$ cat config.mk
export PLATFORM = sky130hd
export DESIGN_NAME = col_parity_check
export DESIGN_NICKNAME = d
export VERILOG_FILES = /design/src/rtl/col_parity_check_pkg.sv /design/src/rtl/colcheck_controller.sv /design/src/rtl/col_parity_check.sv
export SDC_FILE = /design/constraint.sdc
export NUM_CORES = 1
export LEC_CHECK = 0
export CORE_MARGIN = 5
export CORE_UTILIZATION = 30
export CTS_CLUSTER_SIZE = 14
export DETAILED_ROUTE_END_ITERATION = 7
export PLACE_DENSITY = 0.64
export SYNTH_ARGS = -nofsm -noshare
export SYNTH_HDL_FRONTEND = slang
export SYNTH_SLANG_ARGS = --single-unit
$ cat constraint.sdc
create_clock -name clk -period 4.9 [get_ports clk]
set_clock_uncertainty 0.2 [all_clocks]
set_input_delay 0.98 -clock clk [delete_from_list [all_inputs] [get_ports clk]]
set_output_delay 0.98 -clock clk [all_outputs]
set_load 0.01 [all_outputs]
$ cat src/rtl/col_parity_check_pkg.sv
// ---------------------------------------------------------------------------
// col_parity_check_pkg
//   Constants and the controller state encoding shared by the column-parity
//   checker and its controller.
//   LINE_W  : bits per slice (5x5 matrix, bit index 5*y+x)
//   N_LINES : slices per matrix, i.e. addresses walked in one pass
//   ADDR_W  : width of the address counter (one bit wider than the address
//             range so the post-pass value N_LINES is representable)
//   PAR_W   : number of columns = number of parity/syndrome bits
// ---------------------------------------------------------------------------
package col_parity_check_pkg;

  localparam int LINE_W  = 25;
  localparam int N_LINES = 64;
  localparam int ADDR_W  = 7;
  localparam int PAR_W   = 5;

  typedef enum logic [1:0] {
    ST_IDLE  = 2'd0,
    ST_READ  = 2'd1,
    ST_DRAIN = 2'd2,
    ST_DONE  = 2'd3
  } state_e;

endpackage : col_parity_check_pkg

$ cat src/rtl/colcheck_controller.sv
// ---------------------------------------------------------------------------
// colcheck_controller
//   Sequencer for one column-parity check pass:
//   IDLE -> READ (one address per cycle) -> DRAIN (2 cycles) -> DONE -> IDLE.
//
//   Ports
//     clk       in  : clock, rising edge
//     rst       in  : asynchronous, active-low reset
//     start     in  : begin a pass (only looked at in IDLE)
//     cnt_carry in  : address counter is on the last address this cycle
//     cnt_en    out : advance the address counter
//     cnt_rst   out : clear the address counter (pass acceptance edge)
//     stat_clr  out : clear error statistics (pass acceptance edge)
//     chk_en    out : line_in/parity_in carry valid slice data this cycle
//     done      out : end-of-pass pulse (DONE state)
//     busy      out : pass in progress (READ or DRAIN)
// ---------------------------------------------------------------------------
module colcheck_controller
  import col_parity_check_pkg::*;
(
  input  logic clk,
  input  logic rst,
  input  logic start,
  input  logic cnt_carry,
  output logic cnt_en,
  output logic cnt_rst,
  output logic stat_clr,
  output logic chk_en,
  output logic done,
  output logic busy
);

  state_e state_q, state_d;
  logic   drain_q, drain_d;   // 0 = first DRAIN cycle, 1 = second
  logic   chk_q;              // address issued last cycle -> data valid now

  always_ff @(posedge clk or negedge rst) begin
    if (!rst) begin
      state_q <= ST_IDLE;
      drain_q <= 1'b0;
      chk_q   <= 1'b0;
    end else begin
      state_q <= state_d;
      drain_q <= drain_d;
      // The slice memory answers one cycle after the address, so the
      // data-valid window is the address window delayed by one cycle.
      chk_q   <= cnt_en;
    end
  end

  always_comb begin
    state_d  = state_q;
    drain_d  = drain_q;
    cnt_en   = 1'b0;
    cnt_rst  = 1'b0;
    stat_clr = 1'b0;
    done     = 1'b0;
    busy     = 1'b0;
    unique case (state_q)
      ST_IDLE: begin
        if (start) begin
          state_d  = ST_READ;
          cnt_rst  = 1'b1;
          stat_clr = 1'b1;
        end
      end
      ST_READ: begin
        busy   = 1'b1;
        cnt_en = 1'b1;
        if (cnt_carry) begin
          state_d = ST_DRAIN;
          drain_d = 1'b0;
        end
      end
      ST_DRAIN: begin
        // Two cycles: lets the last returned slice be checked and its
        // registered syndrome become visible before DONE.
        busy = 1'b1;
        if (drain_q) begin
          state_d = ST_DONE;
        end else begin
          drain_d = 1'b1;
        end
      end
      ST_DONE: begin
        done    = 1'b1;
        state_d = ST_IDLE;
      end
      default: begin
        state_d = ST_IDLE;
      end
    endcase
  end

  assign chk_en = chk_q;

endmodule : colcheck_controller

$ cat src/rtl/col_parity_check.sv
// ---------------------------------------------------------------------------
// col_parity_check
//   Walks all slices of a 5x5-bit-slice matrix, recomputes the column parity
//   of every slice and compares it with the stored parity, reporting a
//   per-slice syndrome plus pass statistics.
//
//   Ports
//     clk            in  : clock, rising edge
//     rst            in  : asynchronous, active-low reset
//     start          in  : begin a pass (ignored unless idle)
//     cnt_value      out : read address for slice and parity memories
//     line_in        in  : slice data, valid the cycle after its address
//     parity_in      in  : stored column parity, same timing as line_in
//     busy           out : pass in progress
//     syndrome_valid out : one-cycle strobe per checked slice
//     syndrome       out : recomputed parity XOR parity_in (holds when idle)
//     err_flag       out : any nonzero syndrome seen in this pass (sticky)
//     err_count      out : number of slices with nonzero syndrome
//     first_err_addr out : address of the first failing slice
//     donee          out : one-cycle end-of-pass pulse
// ---------------------------------------------------------------------------
module col_parity_check
  import col_parity_check_pkg::PAR_W;
#(
  parameter int LINE_W  = col_parity_check_pkg::LINE_W,
  parameter int N_LINES = col_parity_check_pkg::N_LINES,
  parameter int ADDR_W  = col_parity_check_pkg::ADDR_W
) (
  input  logic              clk,
  input  logic              rst,
  input  logic              start,
  output logic [ADDR_W-1:0] cnt_value,
  input  logic [LINE_W-1:0] line_in,
  input  logic [PAR_W-1:0]  parity_in,
  output logic              busy,
  output logic              syndrome_valid,
  output logic [PAR_W-1:0]  syndrome,
  output logic              err_flag,
  output logic [ADDR_W-1:0] err_count,
  output logic [ADDR_W-2:0] first_err_addr,
  output logic              donee
);

  // Controller handshake
  logic cnt_en;
  logic cnt_rst;
  logic stat_clr;
  logic chk_en;
  logic done;
  logic ctrl_busy;
  logic cnt_carry;

  // Address counter and the address of the slice currently on line_in
  logic [ADDR_W-1:0] cnt_q, cnt_d;
  logic [ADDR_W-2:0] addr_pipe_q, addr_pipe_d;

  // Parity reduction
  logic [PAR_W-1:0] col_par;
  logic [PAR_W-1:0] syn_calc;
  logic             syn_nonzero;

  // Result registers
  logic [PAR_W-1:0]  syndrome_q, syndrome_d;
  logic              syn_valid_q, syn_valid_d;
  logic              err_flag_q, err_flag_d;
  logic [ADDR_W-1:0] err_count_q, err_count_d;
  logic [ADDR_W-2:0] first_err_q, first_err_d;

  colcheck_controller u_ctrl (
    .clk       (clk),
    .rst       (rst),
    .start     (start),
    .cnt_carry (cnt_carry),
    .cnt_en    (cnt_en),
    .cnt_rst   (cnt_rst),
    .stat_clr  (stat_clr),
    .chk_en    (chk_en),
    .done      (done),
    .busy      (ctrl_busy)
  );

  // -------------------------------------------------------------------------
  // Address counter: runs 0..N_LINES-1 in READ, steps once more to N_LINES
  // on the carry edge and then holds there until the next accepted start.
  // -------------------------------------------------------------------------
  assign cnt_carry = cnt_en && (cnt_q == ADDR_W'(N_LINES - 1));

  always_comb begin
    cnt_d       = cnt_q;
    addr_pipe_d = addr_pipe_q;
    if (cnt_rst) begin
      cnt_d = '0;
    end else if (cnt_en) begin
      cnt_d       = cnt_q + ADDR_W'(1);
      addr_pipe_d = cnt_q[ADDR_W-2:0];
    end
  end

  // -------------------------------------------------------------------------
  // Column parity: column x collects bits 5*y+x for every row y.
  // -------------------------------------------------------------------------
  for (genvar gi = 0; gi < PAR_W; gi++) begin : g_col
    logic [PAR_W-1:0] column;
    for (genvar gj = 0; gj < PAR_W; gj++) begin : g_row
      assign column[gj] = line_in[PAR_W*gj + gi];
    end
    assign col_par[gi] = ^column;
  end

  assign syn_calc    = col_par ^ parity_in;
  assign syn_nonzero = |syn_calc;

  // -------------------------------------------------------------------------
  // Syndrome and pass statistics
  // -------------------------------------------------------------------------
  always_comb begin
    syndrome_d  = syndrome_q;
    syn_valid_d = chk_en;
    err_flag_d  = err_flag_q;
    err_count_d = err_count_q;
    first_err_d = first_err_q;

    if (chk_en) begin
      syndrome_d = syn_calc;
    end

    if (stat_clr) begin
      err_flag_d  = 1'b0;
      err_count_d = '0;
      first_err_d = '0;
    end else if (chk_en && syn_nonzero) begin
      // Statistics update on the same edge that registers the syndrome, so
      // err_count already includes a failing slice while its strobe is high.
      err_count_d = err_count_q + ADDR_W'(1);
      if (!err_flag_q) begin
        first_err_d = addr_pipe_q;
      end
      err_flag_d = 1'b1;
    end
  end

  always_ff @(posedge clk or negedge rst) begin
    if (!rst) begin
      cnt_q       <= '0;
      addr_pipe_q <= '0;
      syndrome_q  <= '0;
      syn_valid_q <= 1'b0;
      err_flag_q  <= 1'b0;
      err_count_q <= '0;
      first_err_q <= '0;
    end else begin
      cnt_q       <= cnt_d;
      addr_pipe_q <= addr_pipe_d;
      syndrome_q  <= syndrome_d;
      syn_valid_q <= syn_valid_d;
      err_flag_q  <= err_flag_d;
      err_count_q <= err_count_d;
      first_err_q <= first_err_d;
    end
  end

  assign cnt_value      = cnt_q;
  assign busy           = ctrl_busy;
  assign donee          = done;
  assign syndrome_valid = syn_valid_q;
  assign syndrome       = syndrome_q;
  assign err_flag       = err_flag_q;
  assign err_count      = err_count_q;
  assign first_err_addr = first_err_q;

endmodule : col_parity_check
==> flow_summary.toml <==
[detailed_routing]
antenna_left = 0
dr_total_vias = 1402
vias_per_cell = 4.423
drt-initial-drc-count = 40
dr_wl_met2_um = 1761
wl_met3_um = 240
drc = 0
m1WireLength_um = 1954
first_pass_iters = 4
routed_wl_um = 4017
highest_layer = "met4"
wl_per_cell_um = 12.67

[grt]
antenna_found_initial = 0
grt_max_degree = 38
grt_pass1_wl_um = 7051
grt_overflow_total = 0
grt_pass1_vias = 1444
grtUsageTotal_pct = 10.62

[synthesis]
synth_warnings = 0
synth_top_area_share_pct = 48.52
syn_area_mm2 = 0.001908
yosys_register_bits = 37
synthTopCellsByArea = "dfrtp_1 (49%), xnor2_1 (6.4%), xnor3_1 (4.7%)"
syn_area_per_cell_um2 = 10.78
ys_seq_area_share_pct = 48.52
syn_nets = 217
syn_inst = 177
yosysTopAreaCell = "dfrtp_1"
synthDistinctLibCells = 28

[power]
pwr-share-clk_pct = 29.4
p_seq_share_pct = 42.1
p_comb_share_pct = 28.5
switching_share_pct = 28.33
intPower_w = 0.0006597
powerDensity_mw_per_mm2 = 341.5
p_switching_w = 0.0002607
peakVddDrop_mv = 0.1824
leakage_nw = 1.212

[critical_path]
cp_num_buf_inv = 1
cp_data_required_time_ps = 4870
critPathMaxFanout = 13
max_stage_delay_ps = 470
critPathLaunchType = "primary input"
cp.arrival_ps = 3000
worst_path_max_delay_cell = "clkdlybuf4s50_1"
crit_family = "XOR/XNOR gates"
crit_type = "in2reg"
path_cells = "clkdlybuf4s50_1 -> xor2_1 -> xnor3_1 -> and2_4 -> a31o_4 -> nand2b_1 -> mux2i_1"
r2r_cells = 5
crit_cells = 7
worstSetupEndpointType = "register"

[finish]
layout_commonest_cell = "clkdlybuf4s50_1"
drive_gt1_share_pct = 8.750
syn2layout_area_growth_pct = 41.25
fillers = 625
antenna_cells = 0
layout_common_cells = "clkdlybuf4s50_1 (60), dfrtp_1 (37), nand2_1 (21)"
fin_nets = 279
fin_cells = 317

[timing]
fmax_mhz = 329.3
tightest_slew_ps = 838.1
fin_crit_sh_pct = 61.97
fin_tns_setup_ps = 0
slew_violations = 0
maxSlewHeadroom_pct = 44.13
rsz0062_at_grt = "false"
finalSetupViolations = 0
finalHoldViolCount = 0
period_needed_ps = 3037

[floorplanning]
start_util_pct = 30.40
rows = 29
die_x_um = 89.75
coreArea_mm2 = 0.006277
dieHeight_um = 89.75
io_pins = 62
design.die.area_mm2 = 0.008055

[cts]
cts.sinks = 37
cts_max_path_buffers = 2
cts_tree = "yes"
numCtsBuffers = 5
cts-root-buf = "clkbuf_8"
cts_hold_buf = 0
htreeDepth = 2
clk_pin_slew_ps = 90
postCtsSetupRepairBufs = 0
insertion_delay_ps = 300
cts_resized = 0

[status]
status = "complete, no violations"

[placement]
dp_cells = 309
dp_hpwl_um = 2963
place_congestion = 0.7438
port_buffers = 61

[hold_path]
min_path_cells = 1
hp-class = "reg2reg"

[job]
drv_cap = 0
[path summary, 6_finish.rpt]
kind	to	slack, ps	start
max in group asynchronous	err_count[3]$_DFFE_PN0P_	3390	rst
worst max register to register	cnt_value[5]$_DFFE_PN0P_	2820	u_ctrl.state_q[1]$_DFFE_PN0P_
worst min register to register	addr_pipe_q[0]$_DFFE_PN0P_	320	addr_pipe_q[0]$_DFFE_PN0P_
min in group asynchronous	cnt_value[4]$_DFFE_PN0P_	580	rst
worst min-delay path	addr_pipe_q[0]$_DFFE_PN0P_	320	addr_pipe_q[0]$_DFFE_PN0P_
worst max-delay path	first_err_addr[0]$_DFFE_PN0P_	1860	line_in[4]
[power by group through the flow]
stage	clock, W	combinational (W)	sequential, W
floorplan	0	0.000111	0.000407
global placement	0	0.000265	0.000391
detailed placement	0	0.000266	0.000393
CTS	0.000278	0.000267	0.000387
global route	0.000295	0.000289	0.000394
finish	0.000270	0.000263	0.000387
[sequential cells by signal, summed over array words and instances, names as in the netlist]
signal / cells
cnt_value: 7
err_count: 7
addr_pipe_q: 6
first_err_addr: 6
syndrome: 5
u_ctrl.state_q: 2
err_flag: 1
syndrome_valid: 1
u_ctrl.chk_en: 1
u_ctrl.drain_q: 1
[layer usage]
layer  vias to the layer above  track usage [%]
met5                         -                0
met4                         0            3.778
met3                         5            4.174
met2                        40            16.28
met1                       642            13.54
li1                        715                -
[cell families (layout without fill, tap and decap cells)]
| group | after synthesis | in the layout | share of synthesized area [%] |
|---|---|---|---|
| DFF | 37 | 37 | 48.52 |
| muxes | 15 | 15 | 8.328 |
| buffers and inverters | 13 | 76 | 2.951 |
| and+or+nand+nor | 56 | 56 | 13.44 |
| adders and majority gates | 7 | 7 | 4.590 |
| AOI/OAI and AO/OA | 22 | 22 | 6.885 |
| xor gates and xnor gates | 27 | 27 | 15.28 |
[cell type report]
class                           count  area, µm²  share of cell area (%)
Inverter                            7      26.28                  0.9749
Tap cell                           77      96.34                   3.575
Sequential cell                    37      925.9                   34.35
Clock buffer                        5      68.82                   2.553
Timing Repair Buffer               61      605.6                   22.47
Multi-Input combinational cell    127      925.9                   34.35
Clock inverter                      3      46.29                   1.718
[synthesized netlist by cell type (all sizes together)]
library cell	n
a21oi	13
a311o	1
a31o	1
and2	3
buf	2
clkbuf	4
dfrtp	37
ha	7
inv	7
mux2	7
mux2i	8
nand2	21
nand2b	1
nand3	4
nand3b	1
nand4	2
nor2	16
o21ai	6
o221ai	1
or2	3
or3	5
xnor2	14
xnor3	4
xor2	9
[metrics by stage]
| stage | util (%) | cell area [µm²] | hold slack (ps) | setup WS [ps] | power, W |
|---|---|---|---|---|---|
| 2_1_floorplan | - | 1908 | 172.1 | 2120 | 0.0005174 |
| 3_3_place_gp | 41.10 | 2580 | 293.3 | 1582 | 0.0006563 |
| 3_5_place_dp | 41.10 | 2580 | 299.1 | 1545 | 0.0006595 |
| 4_1_cts | 42.93 | 2695 | 319.9 | 1856 | 0.0009325 |
| 5_1_grt | 42.93 | 2695 | 338.2 | 1741 | 0.0009788 |
| 6_report | 42.93 | 2695 | 317.2 | 1863 | 0.0009204 |
Note: power is estimated with default switching activity, not from simulation.
